--- src/rtl/unpooler_if.sv ---
// Stream bundle between the upsampler and its neighbours: pooled input side plus upsampled output side.
// No storage; pure wiring.
// ready_in is driven by the block; valid_in is only consumed when ready_in is high.
interface unpooler_if #(
  parameter int N = 16
);
  logic         valid_in;
  logic [N-1:0] data_in;
  logic         ready_in;
  logic [N-1:0] data_out;
  logic         valid_op;
  logic         end_op;

  // Upstream/downstream environment view
  modport master (
    output valid_in, data_in,
    input  ready_in, data_out, valid_op, end_op
  );

  // Upsampler view
  modport slave (
    input  valid_in, data_in,
    output ready_in, data_out, valid_op, end_op
  );
endinterface

--- src/rtl/unpooler.sv ---
// Nearest-neighbour upsampler: buffers one pooled row of K values and replays it as p output rows of m values.
// Latency: first output of a row group appears 1 ce-cycle after the row's last value is accepted.
// Backpressure: ready_in is low for the whole p*m-cycle replay; ce low freezes everything including outputs.
module unpooler #(
  parameter int m = 12,
  parameter int p = 3,
  parameter int N = 16
) (
  input logic       clk,
  input logic       master_rst,
  input logic       ce,
  unpooler_if.slave bus
);
  localparam int K  = m / p;
  localparam int KW = (K > 1) ? $clog2(K) : 1;
  localparam int PW = (p > 1) ? $clog2(p) : 1;
  localparam logic [KW-1:0] K_LAST = KW'(K - 1);
  localparam logic [PW-1:0] P_LAST = PW'(p - 1);

  typedef enum logic {
    FILL = 1'b0,
    EMIT = 1'b1
  } state_t;

  state_t        state;
  logic [KW-1:0] wcol;
  logic [KW-1:0] col;
  logic [KW-1:0] orow;
  logic [PW-1:0] rep;
  logic [PW-1:0] vrep;
  logic [N-1:0]  row_buf [K];
  logic [N-1:0]  data_out_q;
  logic          valid_q;
  logic          end_q;

  logic fill_acc;
  logic group_last;

  // A pooled value is taken only while filling; upstream holds it otherwise.
  assign bus.ready_in = (state == FILL);
  assign fill_acc     = ce && (state == FILL) && bus.valid_in;
  // Last replay of the buffered row: innermost to outermost counters all at their final value.
  assign group_last   = (rep == P_LAST) && (col == K_LAST) && (vrep == P_LAST);

  assign bus.data_out = data_out_q;
  assign bus.valid_op = valid_q;
  assign bus.end_op   = end_q;

  // Row buffer capture; contents deliberately survive reset since they are always rewritten before use.
  always_ff @(posedge clk) begin
    if (master_rst && fill_acc) begin
      row_buf[wcol] <= bus.data_in;
    end
  end

  // Fill/emit sequencer with registered output stage.
  always_ff @(posedge clk) begin
    if (!master_rst) begin
      state      <= FILL;
      wcol       <= '0;
      col        <= '0;
      orow       <= '0;
      rep        <= '0;
      vrep       <= '0;
      data_out_q <= '0;
      valid_q    <= 1'b0;
      end_q      <= 1'b0;
    end else if (ce) begin
      case (state)
        FILL: begin
          valid_q <= 1'b0;
          end_q   <= 1'b0;
          if (bus.valid_in) begin
            if (wcol == K_LAST) begin
              wcol  <= '0;
              state <= EMIT;
            end else begin
              wcol <= wcol + KW'(1);
            end
          end
        end
        EMIT: begin
          data_out_q <= row_buf[col];
          valid_q    <= 1'b1;
          end_q      <= 1'b0;
          // rep is the innermost loop, then col, then vrep.
          if (rep == P_LAST) begin
            rep <= '0;
            if (col == K_LAST) begin
              col <= '0;
              if (vrep == P_LAST) begin
                vrep <= '0;
              end else begin
                vrep <= vrep + PW'(1);
              end
            end else begin
              col <= col + KW'(1);
            end
          end else begin
            rep <= rep + PW'(1);
          end
          if (group_last) begin
            state <= FILL;
            if (orow == K_LAST) begin
              end_q <= 1'b1;
              orow  <= '0;
            end else begin
              orow <= orow + KW'(1);
            end
          end
        end
        default: state <= FILL;
      endcase
    end
  end
endmodule

--- src/flat_wrapper.sv ---
// flat-port wrapper written by rule: the top's interface ports become plain ports
module unpooler_flat 
#(
  parameter int m = 12,
  parameter int p = 3,
  parameter int N = 16
)
  (clk, master_rst, ce, bus_valid_in, bus_data_in, bus_ready_in, bus_data_out, bus_valid_op, bus_end_op);
  unpooler_if #(.N(N)) bus_i ();
  input logic clk;
  input logic master_rst;
  input logic ce;
  input wire logic [$bits(bus_i.valid_in)-1:0] bus_valid_in;
  input wire logic [$bits(bus_i.data_in)-1:0] bus_data_in;
  output wire logic [$bits(bus_i.ready_in)-1:0] bus_ready_in;
  output wire logic [$bits(bus_i.data_out)-1:0] bus_data_out;
  output wire logic [$bits(bus_i.valid_op)-1:0] bus_valid_op;
  output wire logic [$bits(bus_i.end_op)-1:0] bus_end_op;
  assign bus_i.valid_in = bus_valid_in;
  assign bus_i.data_in = bus_data_in;
  assign bus_ready_in = bus_i.ready_in;
  assign bus_data_out = bus_i.data_out;
  assign bus_valid_op = bus_i.valid_op;
  assign bus_end_op = bus_i.end_op;
  unpooler #(.m(m), .p(p), .N(N)) u_core (.clk(clk), .master_rst(master_rst), .ce(ce), .bus(bus_i));
endmodule
--- config.mk ---
export PLATFORM = sky130hd
export DESIGN_NAME = unpooler_flat
export DESIGN_NICKNAME = d
export VERILOG_FILES = /design/src/rtl/unpooler_if.sv /design/src/rtl/unpooler.sv /design/src/flat_wrapper.sv
export SDC_FILE = /design/constraint.sdc
export NUM_CORES = 1
export LEC_CHECK = 0
export CAP_MARGIN = 10
export CORE_MARGIN = 3
export CORE_UTILIZATION = 54
export CTS_CLUSTER_DIAMETER = 40
export DETAILED_ROUTE_END_ITERATION = 8
export PLACE_DENSITY_LB_ADDON = 0.25
export SYNTH_ARGS = -nofsm -noshare
export SYNTH_HDL_FRONTEND = slang
export SYNTH_SLANG_ARGS = --single-unit
--- constraint.sdc ---
create_clock -name clk -period 1.95 [get_ports clk]
set_clock_uncertainty 0.15 [all_clocks]
set_input_delay 0.195 -clock clk [delete_from_list [all_inputs] [get_ports clk]]
set_output_delay 0.195 -clock clk [all_outputs]
set_load 0.02 [all_outputs]
==> results of run 1 <==
registers in the layout, summed over array words and instances (netlist names):
signal and count:
u_core.bus.valid_op 1, u_core.vrep 2, u_core.state 1, u_core.bus.data_out 16, u_core.wcol 2, u_core.bus.end_op 1, u_core.row_buf 64, u_core.col 2
u_core.rep 2, u_core.orow 2
where the power goes:
part	leakage [µW]	internal, µW	switching [µW]	total [µW]
combinational	0.000518	55.2	57.4	113
clock	0.0000938	494	641	1130
sequential	0.000812	2120	5.85	2130
total	0.00142	2670	704	3380
kinds of logic (layout without fill, tap and decap cells):
| group | after synthesis | after routing |
|---|---|---|
| AND/OR/NAND/NOR | 52 | 52 |
| flip-flops | 93 | 93 |
| AO/OA/AOI/OAI | 24 | 24 |
| multiplexers | 37 | 37 |
| adder cells (fa/ha/maj) | 6 | 6 |
| buffers and inverters | 19 | 73 |
layout make-up:
cell class | count | area, µm²
sequential | 93 | 2504
clock inverter | 6 | 36.28
multi-input combinational | 119 | 974.7
timing repair buffer | 53 | 555.5
fill | 452 | 2067
tap | 77 | 96.34
inverter | 4 | 15.01
clock buffer | 10 | 137.6
stage by stage:
step / area (µm²) / utilization (%) / worst slack [ps] / cells
after floorplan: 3582 / - / 176.4 / 231
after global placement: 4145 / 64.91 / 34.99 / 346
after detailed placement: 4145 / 64.91 / 34.72 / 346
after CTS: 4319 / 67.63 / 182.1 / 362
after global routing: 4319 / 67.63 / 102.1 / 362
final: 4319 / 67.63 / 190.3 / 362
routing by layer:
layer  vias up  wire, µm  track usage, %  part of all wire [%]
met5         -         0               0                     0
met4         0       114           7.113                   1.8
met3        11       289           5.014                   4.5
met2        45      3054           28.84                    48
met1      1006      2955           24.84                    46
li1        984         -               -                     -
cells in the final DEF (no fill, tap or decap), types with 6 or more instances in the layout:
cell type        synthesis  final
edfxtp_1                64     64
clkdlybuf4s50_1          0     38
mux2i_1                 37     37
dfxtp_1                 29     28
nand3_1                 16     16
nand2_1                 13     13
o221ai_2                10     10
clkbuf_8                 0     10
buf_4                    3     10
o221ai_1                 6      6
a21oi_1                  6      6
ha_1                     6      6
path summary, 6_finish.rpt:
path / start / endpoint / slack (ps) / depth (start not counted)
worst max-delay path: u_core.state / bus_ready_in / 190 / 2
worst min-delay path: bus_data_in[0] / u_core.row_buf[0][0] / 320 / 1
worst max register to register: u_core.state / u_core.row_buf[0][4] / 300 / 4
worst min register to register: u_core.bus.valid_op / u_core.bus.valid_op / 330 / 2
==> flow_summary.ini, run 1 <==
[synthesis]
synth.most_common_cell = edfxtp_1
synth_top_area_share_pct = 53.65
synth_top_family_by_area = multiplexers
netlist_top_cells_area = edfxtp_1 (54%), dfxtp_1 (16%), mux2i_1 (10%)
yosys.area_share.simple_pct = 7.964
yosys_register_bits = 93
synthCells = 231
ys_types = 28
synth_edf_count = 64
synth_compound_area_share_pct = 6.811
syn_area_per_cell_um2 = 15.51
syn_nets = 257
syn_area_um2 = 3582
yosysTopAreaCell = edfxtp_1
ys_top_cells_by_count = edfxtp_1 (64), mux2i_1 (37), dfxtp_1 (29)
ys_seq_area_share_pct = 69.86
synth_xor_xnor_area_share_pct = 0
synthArstFlopShare_pct = 0
synthAdderAreaFrac_pct = 2.096
synthFlopType = edfxtp_1
synth_mux_area_share_pct = 10.34
synth_warnings = 0

[setup_path]
worstSetupPathType = reg -> out
critPathArrivalTime_ps = 1410
critPathSlowestCell = clkdlybuf4s50_1
critPathMaxFanout = 9
crit_required_ps = 1600
crit_family = buffers and inverters
cp-start-kind = flop
slowest_delay_ps = 540
path_cells = inv_1, clkdlybuf4s50_1
worst-path-buf-inv = 2
endpoint_kind = output pin

[final_layout]
syn2layout_area_growth_pct = 20.57
layout.nets = 306
antennaDiodeCount = 0
drive_above_1_share_pct = 14.74

[global_routing]
grt_antenna_before_repair = 0
gr-total-overflow = 0
grt_pass1_wl_um = 10400
grt_use_total_pct = 18.52
grt_pass1_vias = 2053
grt_max_degree = 24

[clock_tree]
postCtsSetupBuffers = 0
cts_buffer_depth = 2
cts_resized = 0
clk_pin_slew_worst_paths_ps = 90
cts_made_buffers = 9
cts_hold_buf = 0
htreeDepth = 3
cts-root-buf = clkbuf_8
cts_sinks = 93
cts_tree = done
insertion_delay_ps = 350

[place]
place.gp.congestion = 0.7065
dp_hpwl_um = 4160
portBuffers = 38

[sta]
whs_ps = 322.6
finalSetupTns_ps = 0
hold_viol = 0
tightest_slew_ps = 398.7
finalCritPeriodShare_pct = 90.24
max-slew-margin-rel_pct = 73.42
slew_viol_final = 0
fin_crit_ps = 1760
setup_violations = 0
rsz0062_at_grt = no
max_freq_mhz = 568.3

[die]
die-area_um2 = 7647
die_w_um = 87.45
initial_core_util_pct = 56.09
fp-row-count = 29
die_h_um = 87.45
core-area_um2 = 6386
io-pin-count = 39

[routing]
dr.first_iter.drc_count = 103
wl_per_cell_um = 17.72
drc = 0
postRouteWirelength_um = 6414
firstDrtPassIters = 4
vias = 2046
viasPerCell = 5.652
antenna_left = 0

[power]
p_per_area_nw_per_um2 = 781.5
p_leak_uw = 0.001424
ir_drop_mv = 0.4505
power_uw = 3375

[flow_run]
drv_cap = 0

[hold_path]
hold_class = in -> reg

[run_status]
status = finished, final reports clean
Note: power is estimated with default switching activity, not from simulation.
==> run 2, diff against run 1 <==
ABC_AREA = 1   (was default)
TNS_END_PERCENT = 1   (was default)
clock period = 1.65 ns   (was 1.95 ns; I/O delays follow)
==> run 2 against run 1 <==
Via count up 28%. Die area up 6.4%. Synthesized area grew 6.9%. Utilization up 0.57 points. Global-route usage grew 0.77 points. Combinational power grew 49%. Wire length grew 15%. Sequential cell count stayed put. Hold slack got worse by 17 ps. Setup slack got worse by 150 ps. Critical endpoint is now bus_data_out[13]. Clock-buffer cell count rose by 2.
==> flow_summary.ini, run 2 <==
[run_status]
status = finished, final reports clean

[setup_path]
path_depth = 1
slowest_delay_ps = 610
critPathArrivalTime_ps = 1300
critPathSlowestCell = clkdlybuf4s50_1
cp-start-kind = flop
path_cells = clkdlybuf4s50_1
crit_required_ps = 1330
endpoint_kind = output pin
worst-path-buf-inv = 1
cp-endpoint = bus_data_out[13]
crit_start = u_core.bus.data_out[13]
r2r_slack_ps = 90
crit_family = buffers and inverters
worstSetupPathType = reg -> out
rr_worst_depth = 4
r2r_end = u_core.row_buf[2][14]
rr_startpoint = u_core.state
critPathMaxFanout = 2

[routing]
firstDrtPassIters = 4
wl_met2_um = 3699
drc = 0
highest_layer = met4
wl_met3_um = 203
postRouteWirelength_um = 7348
antenna_left = 0
vias = 2614
wl_per_cell_um = 13.48
dr.first_iter.drc_count = 187
wl_met1_um = 3320
viasPerCell = 4.796

[place]
place.gp.congestion = 0.7945
place_area_um2 = 4414
portBuffers = 38
dp_hpwl_um = 4990
placed_cells = 529

[power]
p_per_area_nw_per_um2 = 921.8
ir_drop_mv = 0.5024
power_uw = 4295
p_leak_uw = 0.002035

[final_layout]
final_common_cell = nor2_1
mostFrequentLayoutCells = nor2_1 (110), edfxtp_1 (64), nand2_1 (56)
fin_area_um2 = 4659
n_fill_cell = 555
final_cells = 545
multi_input_area_um2 = 1037
syn2layout_area_growth_pct = 21.66
largest_reg_flops = 64
antennaDiodeCount = 0
layout.nets = 470
max_flop_register = u_core.row_buf
drive_above_1_share_pct = 9.131
regArea_um2 = 2502

[synthesis]
yosys_register_bits = 93
syn_nets = 417
ys_types = 22
synth_warnings = 0
synth_top_area_share_pct = 50.18
synth.most_common_cell = nor2_1
synthArstFlopShare_pct = 0
syn_area_per_cell_um2 = 9.795
synth_edf_count = 64
ys_seq_area_share_pct = 65.34
netlist_top_cells_area = edfxtp_1 (50%), dfxtp_1 (15%), nor2_1 (11%)
synthCells = 391
yosysTopAreaCell = edfxtp_1
syn_area_um2 = 3830
synthFlopType = edfxtp_1
ys_top_cells_by_count = nor2_1 (111), edfxtp_1 (64), nand2_1 (56)

[clock_tree]
cts_made_buffers = 9
cts-root-buf = clkbuf_8
cts_sinks = 93
cts_hold_buf = 0
clk_pin_slew_worst_paths_ps = 90
cts_buffer_depth = 2
htreeDepth = 3
insertion_delay_ps = 350
cts_tree = done
cts_resized = 1
postCtsSetupBuffers = 0

[global_routing]
grt_pass1_wl_um = 12260
grt_max_degree = 36
gr-total-overflow = 0
grt_use_total_pct = 19.29
grt_pass1_vias = 2589
grt_antenna_before_repair = 0

[sta]
setup_violations = 0
slew_viol_final = 0
hold_viol = 0
finalSetupTns_ps = 0
finalCritPeriodShare_pct = 97.74
fin_crit_ps = 1613
max-slew-margin-rel_pct = 76.67
max_freq_mhz = 620.1
tightest_slew_ps = 349.4

[die]
die-area_um2 = 8139
die_w_um = 90.22
fp-row-count = 30
initial_core_util_pct = 56.06
die_h_um = 90.22
core-area_um2 = 6832
io-pin-count = 39

[hold_path]
hold_class = in -> reg
min_from = bus_data_in[0]

[flow_run]
drv_cap = 0
## run 2: cell count changes after synthesis, moves of 5 or more
cell / change
nand2_1: +43
o221ai_2: -10
inv_1: +42
o221ai_1: -6
o21ai_0: +11
nor2_1: +108
or3_1: -5
o21ai_1: +11
mux2i_1: -37
nand3_1: +5
## run 2: where the power goes
group          leakage (µW)  switching (µW)  internal [µW]
Clock              0.000105             746            856
Combinational       0.00112            88.8           78.9
Sequential         0.000812            10.2           2510
Total               0.00203             845           3450
## run 2: cells by family (layout without fill, tap and decap cells)
family,Yosys count,count (layout),share of synthesized area (%)
AOI/OAI and AO/OA,35,35,4.704
DFF,93,93,65.34
adders and majority gates,6,6,1.960
buffers and inverters,64,122,7.775
and+or+nand+nor,193,193,20.22
## run 2: how the worst min path moves through the flow
stage,to,slack (ps),cells past startpoint
detailed placement,u_core.bus.valid_op,310,2
finish,u_core.row_buf[1][0],310,1
global route,u_core.row_buf[1][0],310,1
floorplan,u_core.row_buf[0][0],110,0
CTS,u_core.row_buf[1][0],300,1
global placement,u_core.bus.valid_op,300,2
## run 2: worst register-to-register path, delay by kind of cell (launching register included)
family,cells,cell delay (ps)
buffers and inverters,1,240
DFF,1,310
and+or+nand+nor,3,560
## run 2: metrics by stage
| step | hold slack (ps) | worst slack (ps) | util [%] |
|---|---|---|---|
| after floorplan | 113.9 | -236.6 | - |
| after global placement | 296.3 | -272.8 | 64.62 |
| after detailed placement | 310.6 | -300.1 | 64.62 |
| after CTS | 296.6 | 0.3901 | 67.66 |
| after global routing | 305.4 | -21.51 | 68.21 |
| final | 305.6 | 37.30 | 68.21 |
## run 2: layer usage
metal,vias up,track usage (%)
li1,1352,-
met1,1211,24.20
met2,41,32.55
met3,10,3.515
met4,0,8.801
met5,-,0
## run 2: area by class of cell
type,count,share of cell area [%]
clock buffers,12,2.900
inverters,48,3.894
clock inverters,4,1.584
multi-input cells,234,22.26
well taps,96,2.578
flip-flops and latches,93,53.71
repair buffers,58,13.08
==> run 3, diff against run 2 <==
CORE_ASPECT_RATIO = 1.75   (was default)
==> run 3 against run 2 <==
Register-to-register slack lost 20 ps. Non-clock buffer count is the same. Global-route usage shrank 0.67 points. Critical path depth is the same. Sequential share of layout area shrank 0.47 points. Cell count shrank 2.2%. First-iteration DRC count shrank 16%. Critical path type unchanged. Largest power group unchanged.
==> flow_summary.ini, run 3 (synthesized netlist as in run 2, its figures left out) <==
[power]
ir_drop_mv = 0.9674
p_per_area_nw_per_um2 = 1001
p_leak_uw = 0.001877
power_uw = 4704

[sta]
fin_crit_ps = 1586
tightest_slew_ps = 344.7
setup_violations = 0
finalCritPeriodShare_pct = 96.11
max_freq_mhz = 630.6
setup_ws_ps = 64.23
rsz0062_at_grt = yes
max-slew-margin-rel_pct = 76.98
hold_viol = 0
slew_viol_final = 0
whs_ps = 307.8

[final_layout]
drive_above_1_share_pct = 8.909
mostFrequentLayoutCells = nor2_1 (110), edfxtp_1 (64), nand2_1 (56)
syn2layout_area_growth_pct = 22.74
antennaDiodeCount = 0
fin_area_um2 = 4701
final_common_cell = nor2_1
layout.nets = 470
max_flop_register = u_core.row_buf
largest_reg_flops = 64

[place]
place.gp.congestion = 0.7693
dp_slack_ps = -248.4
dp_hpwl_um = 5003
portBuffers = 38
place_area_um2 = 4399

[setup_path]
r2r_slack_ps = 70
r2r_end = u_core.bus.data_out[2]
critPathMaxFanout = 2
rr_startpoint = u_core.col[0]
crit_family = buffers and inverters
slowest_delay_ps = 600
cp-start-kind = flop
worstSetupPathType = reg -> out
critPathSlowestCell = clkdlybuf4s50_1
rr_worst_depth = 6
worst-path-buf-inv = 1
crit_required_ps = 1330
crit_start = u_core.bus.data_out[4]
path_cells = clkdlybuf4s50_1
critPathArrivalTime_ps = 1270
endpoint_kind = output pin

[global_routing]
grt_use_total_pct = 18.62
grt_max_degree = 50
grt_antenna_before_repair = 0
grt_pass1_wl_um = 11750
grt_pass1_vias = 2617
gr-total-overflow = 0

[clock_tree]
cts_hold_buf = 0
htreeDepth = 3
cts_sinks = 93
cts_made_buffers = 9
clk_pin_slew_worst_paths_ps = 60
cts_tree = done
cts_buffer_depth = 2
postCtsSetupBuffers = 0
cts-root-buf = clkbuf_16
cts_resized = 1
insertion_delay_ps = 340

[flow_run]
drv_cap = 0

[routing]
wl_per_cell_um = 13.46
postRouteWirelength_um = 7172
vias = 2650
firstDrtPassIters = 4
antenna_left = 0
dr.first_iter.drc_count = 157
viasPerCell = 4.972
drc = 0

[die]
fp-row-count = 40
io-pin-count = 39
die_h_um = 117.4
initial_core_util_pct = 55.86
core-area_um2 = 6857
die-area_um2 = 8178
die_w_um = 69.66

[hold_path]
min_from = u_core.bus.valid_op
min_path_cells = 2
hold_end = u_core.bus.valid_op
hold_class = reg -> reg

[run_status]
status = finished, final reports clean
==> run 3: cell types whose count changed in the layout (fill, tap and decap cells not counted), sizes merged <==
cell / change
clkinv: -1
clkdlybuf4s50: +10
clkinvlp: +2
bufinv: -1
dlymetal6s2s: -10
==> run 3: per-layer routing <==
layer	vias up	track usage, %	share of wire, %
met5	-	0	0
met4	0	9.832	2.4
met3	14	4.974	3.4
met2	48	32.18	53
met1	1236	20.60	41
li1	1352	-	-
==> run 3: worst max path at each step <==
| stage | endpoint | slack [ps] | cells after the start |
|---|---|---|---|
| finish | bus_data_out[4] | 60 | 1 |
| global route | u_core.row_buf[0][9] | -30 | 6 |
| CTS | bus_data_out[15] | 9 | 1 |
| detailed placement | u_core.row_buf[2][12] | -250 | 6 |
| global placement | u_core.row_buf[2][12] | -250 | 6 |
| floorplan | u_core.row_buf[0][0] | -240 | 3 |
==> run 3: power by group <==
part	switching (µW)	leakage (µW)	total, µW	internal [µW]
logic	88.3	0.000929	167	78.8
registers	9.68	0.000812	2530	2520
clock network	799	0.000136	2010	1210
==> run 3: worst register-to-register path: stages (launching register included) <==
cell and delay, ps:
dfxtp_1 400, buf_12 240, inv_2 200, o21ai_0 270, nand3_1 110, nand2_1 80, inv_1 40
==> run 3: final cells by class <==
| cell class | count | area [µm²] |
|---|---|---|
| multi-input cells | 234 | 1032 |
| repair buffers | 58 | 584.3 |
| fillers | 514 | 2156 |
| well taps | 84 | 105.1 |
| flip-flops and latches | 93 | 2502 |
| clock inverters | 4 | 48.80 |
| inverters | 48 | 181.4 |
| clock buffers | 12 | 246.5 |
==> run 3: through the flow <==
step,util [%],setup TNS [ps],instances
final,68.56,0,533
after global routing,68.56,-338.5,533
after CTS,68.45,0,533
after detailed placement,64.16,-13920,517
after global placement,64.16,-13470,517
after floorplan,-,-15140,391
